**src/rtl/div_pkg.sv**
```systemverilog
// Shared types and sizing helpers for the sequential restoring divider.
package div_pkg;

    typedef enum logic [1:0] {IDLE, CALC, DONE} div_state_t;

    localparam int SLICE_W = 4;

    // Counter width able to hold WIDTH-1; never narrower than one bit.
    function automatic int count_width(input int width);
        return (width > 2) ? $clog2(width) : 1;
    endfunction

endpackage

```
**src/rtl/carry_select_subtractor.sv**
```systemverilog
// Combinational a - b (a + ~b + 1) built from SLICE_W-bit ripple slices with carry-select.
// carry_out is 1 when no borrow occurred (a >= b, unsigned).
module carry_select_subtractor
    import div_pkg::*;
#(
    parameter int WIDTH = 9
) (
    input  logic [WIDTH-1:0] a,
    input  logic [WIDTH-1:0] b,
    output logic [WIDTH-1:0] diff,
    output logic             carry_out
);

    localparam int NS = (WIDTH + SLICE_W - 1) / SLICE_W;

    logic [WIDTH-1:0] b_n;
    logic [NS:0]      carry;

    assign b_n      = ~b;
    assign carry[0] = 1'b1;

    genvar gi;
    generate
        for (gi = 0; gi < NS; gi++) begin : g_slice
            localparam int LO = gi * SLICE_W;
            // The top slice absorbs whatever is left when WIDTH is not a slice multiple.
            localparam int SW = (gi == NS - 1) ? (WIDTH - LO) : SLICE_W;

            if (gi == 0) begin : g_ripple
                assign {carry[gi+1], diff[LO +: SW]} =
                    {1'b0, a[LO +: SW]} + {1'b0, b_n[LO +: SW]} + {{SW{1'b0}}, carry[gi]};
            end else begin : g_select
                logic [SW:0] sum0;
                logic [SW:0] sum1;

                assign sum0 = {1'b0, a[LO +: SW]} + {1'b0, b_n[LO +: SW]};
                assign sum1 = {1'b0, a[LO +: SW]} + {1'b0, b_n[LO +: SW]} + (SW+1)'(1);
                assign {carry[gi+1], diff[LO +: SW]} = carry[gi] ? sum1 : sum0;
            end
        end
    endgenerate

    assign carry_out = carry[NS];

endmodule

```
**src/rtl/seq_restoring_divider.sv**
```systemverilog
// Iterative unsigned restoring divider, one quotient bit per clock, valid/ready on both sides.
// Optional DIV_ZERO_DETECT_EN: divisor 0 bypasses the iteration and flags div_zero.
module seq_restoring_divider
    import div_pkg::*;
#(
    parameter int WIDTH = 8
) (
    input  logic             clk,
    input  logic             rst_n,
    input  logic             in_valid,
    output logic             in_ready,
    input  logic [WIDTH-1:0] dividend,
    input  logic [WIDTH-1:0] divisor,
    output logic             out_valid,
    input  logic             out_ready,
    output logic [WIDTH-1:0] quotient,
    output logic [WIDTH-1:0] remainder,
    output logic             div_zero
);

    localparam int CW = count_width(WIDTH);

    div_state_t       state_reg;
    logic [WIDTH:0]   r_reg;
    logic [WIDTH-1:0] q_reg;
    logic [WIDTH-1:0] d_reg;
    logic [CW-1:0]    count_reg;
    logic             in_ready_reg;
    logic             out_valid_reg;
    logic [WIDTH-1:0] quotient_reg;
    logic [WIDTH-1:0] remainder_reg;

    logic [WIDTH:0]   t_val;
    logic [WIDTH:0]   diff;
    logic             no_borrow;

    // Shift the next dividend bit into the partial remainder and trial-subtract the divisor.
    assign t_val = {r_reg[WIDTH-1:0], q_reg[WIDTH-1]};

    carry_select_subtractor #(
        .WIDTH (WIDTH + 1)
    ) u_sub (
        .a         (t_val),
        .b         ({1'b0, d_reg}),
        .diff      (diff),
        .carry_out (no_borrow)
    );

`ifdef DIV_ZERO_DETECT_EN
    logic dz_flag_reg;
    logic div_zero_reg;
`endif

    always_ff @(posedge clk or negedge rst_n) begin
        if (!rst_n) begin
            state_reg     <= IDLE;
            r_reg         <= '0;
            q_reg         <= '0;
            d_reg         <= '0;
            count_reg     <= '0;
            in_ready_reg  <= 1'b1;
            out_valid_reg <= 1'b0;
            quotient_reg  <= '0;
            remainder_reg <= '0;
`ifdef DIV_ZERO_DETECT_EN
            dz_flag_reg   <= 1'b0;
            div_zero_reg  <= 1'b0;
`endif
        end else begin
            case (state_reg)
                IDLE: begin
                    if (in_valid && in_ready_reg) begin
                        d_reg        <= divisor;
                        r_reg        <= '0;
                        q_reg        <= dividend;
                        count_reg    <= CW'(WIDTH - 1);
                        in_ready_reg <= 1'b0;
                        state_reg    <= CALC;
`ifdef DIV_ZERO_DETECT_EN
                        dz_flag_reg  <= (divisor == '0);
                        if (divisor == '0) begin
                            q_reg     <= '1;
                            r_reg     <= {1'b0, dividend};
                            state_reg <= DONE;
                        end
`endif
                    end
                end
                CALC: begin
                    r_reg     <= no_borrow ? diff : t_val;
                    q_reg     <= {q_reg[WIDTH-2:0], no_borrow};
                    count_reg <= count_reg - CW'(1);
                    if (count_reg == '0) begin
                        state_reg <= DONE;
                    end
                end
                DONE: begin
                    // First DONE cycle publishes the result; it then holds until the handoff.
                    if (!out_valid_reg) begin
                        out_valid_reg <= 1'b1;
                        quotient_reg  <= q_reg;
                        remainder_reg <= r_reg[WIDTH-1:0];
`ifdef DIV_ZERO_DETECT_EN
                        div_zero_reg  <= dz_flag_reg;
`endif
                    end else if (out_ready) begin
                        out_valid_reg <= 1'b0;
                        in_ready_reg  <= 1'b1;
                        state_reg     <= IDLE;
                    end
                end
                default: begin
                    state_reg    <= IDLE;
                    in_ready_reg <= 1'b1;
                end
            endcase
        end
    end

    assign in_ready  = in_ready_reg;
    assign out_valid = out_valid_reg;
    assign quotient  = quotient_reg;
    assign remainder = remainder_reg;

`ifdef DIV_ZERO_DETECT_EN
    assign div_zero = div_zero_reg;
`else
    assign div_zero = 1'b0;
`endif

endmodule
```
**config.mk**
```make
export PLATFORM = sky130hd
export DESIGN_NAME = seq_restoring_divider
export DESIGN_NICKNAME = d
export VERILOG_FILES = /design/src/rtl/div_pkg.sv /design/src/rtl/carry_select_subtractor.sv /design/src/rtl/seq_restoring_divider.sv
export SDC_FILE = /design/constraint.sdc
export NUM_CORES = 1
export LEC_CHECK = 0
export CAP_MARGIN = 20
export CORE_ASPECT_RATIO = 0.8
export CORE_MARGIN = 3
export CORE_UTILIZATION = 55
export CTS_CLUSTER_DIAMETER = 120
export DETAILED_ROUTE_END_ITERATION = 10
export PLACE_DENSITY = 0.82
export SYNTH_ARGS = -nofsm -noshare
export SYNTH_HDL_FRONTEND = slang
export SYNTH_SLANG_ARGS = --single-unit
```
**constraint.sdc**
```tcl
create_clock -name clk -period 6.4 [get_ports clk]
set_input_delay 0.96 -clock clk [delete_from_list [all_inputs] [get_ports clk]]
set_output_delay 0.96 -clock clk [all_outputs]
set_load 0.01 [all_outputs]
```
==> results.sh <==
export IMPL_p_int_mw=0.971
export IMPL_irDropWorstVdd_uv=325
export IMPL_cp_start_kind="flop"
export IMPL_fin_nets=291
export IMPL_tns_ns=0
export IMPL_outcome="completed"
export IMPL_numCtsBuffers=5
export IMPL_core_area_um2=4000
export IMPL_final_fill_count=273
export IMPL_setup_violations=0
export IMPL_gp_congestion=0.780
export IMPL_dr_pass1_iters=4
export IMPL_total_power_mw=1.56
export IMPL_yosys_top_cells_area="dfrtp_1, mux2_2, mux2i_1, ha_1, nand2_1"
export IMPL_drive_gt1_share_pct=15.8
export IMPL_io_pins=39
export IMPL_syn_inst=218
export IMPL_overflow=0
export IMPL_max_cap_viol_count=0
export IMPL_multiInputGateArea_um2=1120
export IMPL_start_util_pct=60.1
export IMPL_cts_root_buf="clkbuf_8"
export IMPL_fin_skew_ns=0.00433
export IMPL_power_leakage_nw=1.33
export IMPL_mostFrequentLayoutCell="dfrtp_1"
export IMPL_first_iter_violations=59
export IMPL_cts_buffer_depth=2
export IMPL_fmax_mhz=348
export IMPL_grt_pass1_vias=1685
export IMPL_die_h_um=65.1
export IMPL_syn_nets=251
export IMPL_postSynth_asyncResetShare_pct=100
export IMPL_clk_latency_ns=0.29
export IMPL_path_max_fanout=9
export IMPL_placedCellCount=305
export IMPL_power_share_sequential_pct=34.6
export IMPL_finalNonFillerCells=314
export IMPL_required_ns=6.56
export IMPL_track_usage_pct=19.4
export IMPL_cts_resized=0
export IMPL_synth_top_area_share_pct=47.9
export IMPL_worst_ep_arrival_time_ns=3.03
export IMPL_diodes=0
export IMPL_post_cts_buffers=0
export IMPL_rsz0062_at_grt="no"
export IMPL_io_buffers=37
export IMPL_yosysWarningCount=0
export IMPL_die_width_um=79.9
export IMPL_period_share_pct=44.9
export IMPL_seq_area_um2=1180
export IMPL_hold_path_class="in2async"
export IMPL_drc_errors=0
export IMPL_slew_viol_final=0
export IMPL_criticalPathCategory="reg2reg"
export IMPL_clk_pin_slew_ns=0.08
export IMPL_yosysSeqAreaShare_pct=49.0
export IMPL_wire_per_inst_um=14.2
export IMPL_endpoint_kind="flop"
export IMPL_synthToLayoutAreaGrowth_pct=23.5
export IMPL_drt_wl_total_um=4460
export IMPL_antenna_found_initial=0
export IMPL_postRouteAntennaNets=0
export IMPL_synth_edf_count=0
export IMPL_fin_crit_ns=2.87
export IMPL_combPwrFrac_pct=51.0
export IMPL_netSwitchingFraction_pct=37.6
export IMPL_routed_via_density=5.26
export IMPL_rows=20
export IMPL_postCtsHoldBufs=0
export IMPL_pwr_share_clk_pct=14.4
export IMPL_routed_via_count=1651
export IMPL_tritoncts="yes"
export IMPL_synthDistinctLibCells=41
export IMPL_postSynthAreaPerCell_um2=11.0
export IMPL_p_per_area_nw_per_um2=524
export IMPL_synth_top_cell_by_area="dfrtp_1"
export IMPL_hpwlAfterDp_um=3110
export IMPL_grt_max_degree=48
export IMPL_grt_pass1_wl_um=7890
export IMPL_synthFlopType="dfrtp_1"
export IMPL_cts_htree_levels=2
export IMPL_dieArea_um2=5210
export IMPL_synth_seq_cells=47
export IMPL_p_switching_mw=0.585
export IMPL_hold_viol_final=0
export IMPL_layout_common_cells="dfrtp_1, clkdlybuf4s50_1, nand2_1, inv_1"
export IMPL_cts_sinks=47
export IMPL_synthesis_area_um2=2400
[final cells by class]
cell class                 count  share of cell area [%]
clock buffer                   6                    2.78
sequential                    47                    39.6
tap                           55                    2.32
multi-input combinational    143                    37.8
inverter                      20                    2.53
clock inverter                 2                    1.18
timing repair buffer          41                    13.7
[logic make-up (layout without fill, tap and decap cells)]
group | after synthesis | count (layout) | share of synthesized area [%]
muxes | 34 | 34 | 15.7
DFF | 47 | 47 | 49.0
and+or+nand+nor | 42 | 42 | 8.12
other | 1 | 1 | 0.156
AOI/OAI and AO/OA | 47 | 47 | 12.6
xor gates and xnor gates | 6 | 6 | 2.50
adders and majority gates | 13 | 13 | 7.39
buffers and inverters | 28 | 69 | 4.58
[worst paths after layout]
path,start,to,slack (ns),depth (start not counted)
max,r_reg[3]$_DFFE_PN0P_,r_reg[3]$_DFFE_PN0P_,3.53,10
min,rst_n,d_reg[5]$_DFFE_PN0P_,0.47,1
max reg2reg,r_reg[3]$_DFFE_PN0P_,r_reg[3]$_DFFE_PN0P_,3.53,10
min reg2reg,count_reg[0]$_DFFE_PN0P_,count_reg[0]$_DFFE_PN0P_,0.48,1
max in group asynchronous,rst_n,in_ready$_DFFE_PN1P_,5.43,2
min in group clk,count_reg[0]$_DFFE_PN0P_,count_reg[0]$_DFFE_PN0P_,0.48,1
[worst max-delay path, stage by stage, from the launching register on]
cell and delay, ns:
dfrtp_1 0.42, ha_1 0.22, inv_1 0.07, fa_1 0.41, inv_1 0.12, ha_1 0.20, nand2_2 0.08, a2111oi_4 0.39
mux2i_4 0.50, mux2i_1 0.24, o22ai_1 0.09
[through the flow]
| step | setup WS [ns] | instance area (µm²) | hold slack, ns | util, % |
|---|---|---|---|---|
| global placement | 3.65 | 2830 | 0.460 | 70.8 |
| floorplan | 3.77 | 2400 | 0.445 | - |
| finish | 3.53 | 2970 | 0.472 | 74.2 |
| global route | 3.39 | 2970 | 0.461 | 74.2 |
| detailed placement | 3.54 | 2830 | 0.471 | 70.8 |
| CTS | 3.54 | 2950 | 0.480 | 73.7 |
[cell usage after synthesis (all sizes together), types with 2 or more instances]
master and number:
dfrtp 46, nand2 27, o21ai 21, inv 20
mux2 19, mux2i 15, ha 11, a21oi 9
clkbuf 6, nor2 4, o22ai 4, a21o 3
nor2b 3, xnor2 3, xor2 3, buf 2
fa 2, nand3 2, nor3 2, o2bb2ai 2
[power by group through the flow]
stage / Clock (mW) / Combinational (mW) / Sequential [mW]
2_1_floorplan: 0 / 0.537 / 0.543
3_3_place_gp: 0 / 0.768 / 0.540
3_5_place_dp: 0 / 0.788 / 0.542
4_1_cts: 0.230 / 0.797 / 0.538
5_1_grt: 0.244 / 0.890 / 0.559
6_report: 0.224 / 0.794 / 0.538
[metal layers]
| metal | routed length (µm) | up-vias | GRT usage, % |
|---|---|---|---|
| li1 | - | 828 | - |
| met1 | 2290 | 789 | 29.3 |
| met2 | 1960 | 27 | 27.6 |
| met3 | 155 | 7 | 4.11 |
| met4 | 55 | 0 | 6.75 |
| met5 | 0 | - | 0 |
Power figures use the tool's default switching activity.
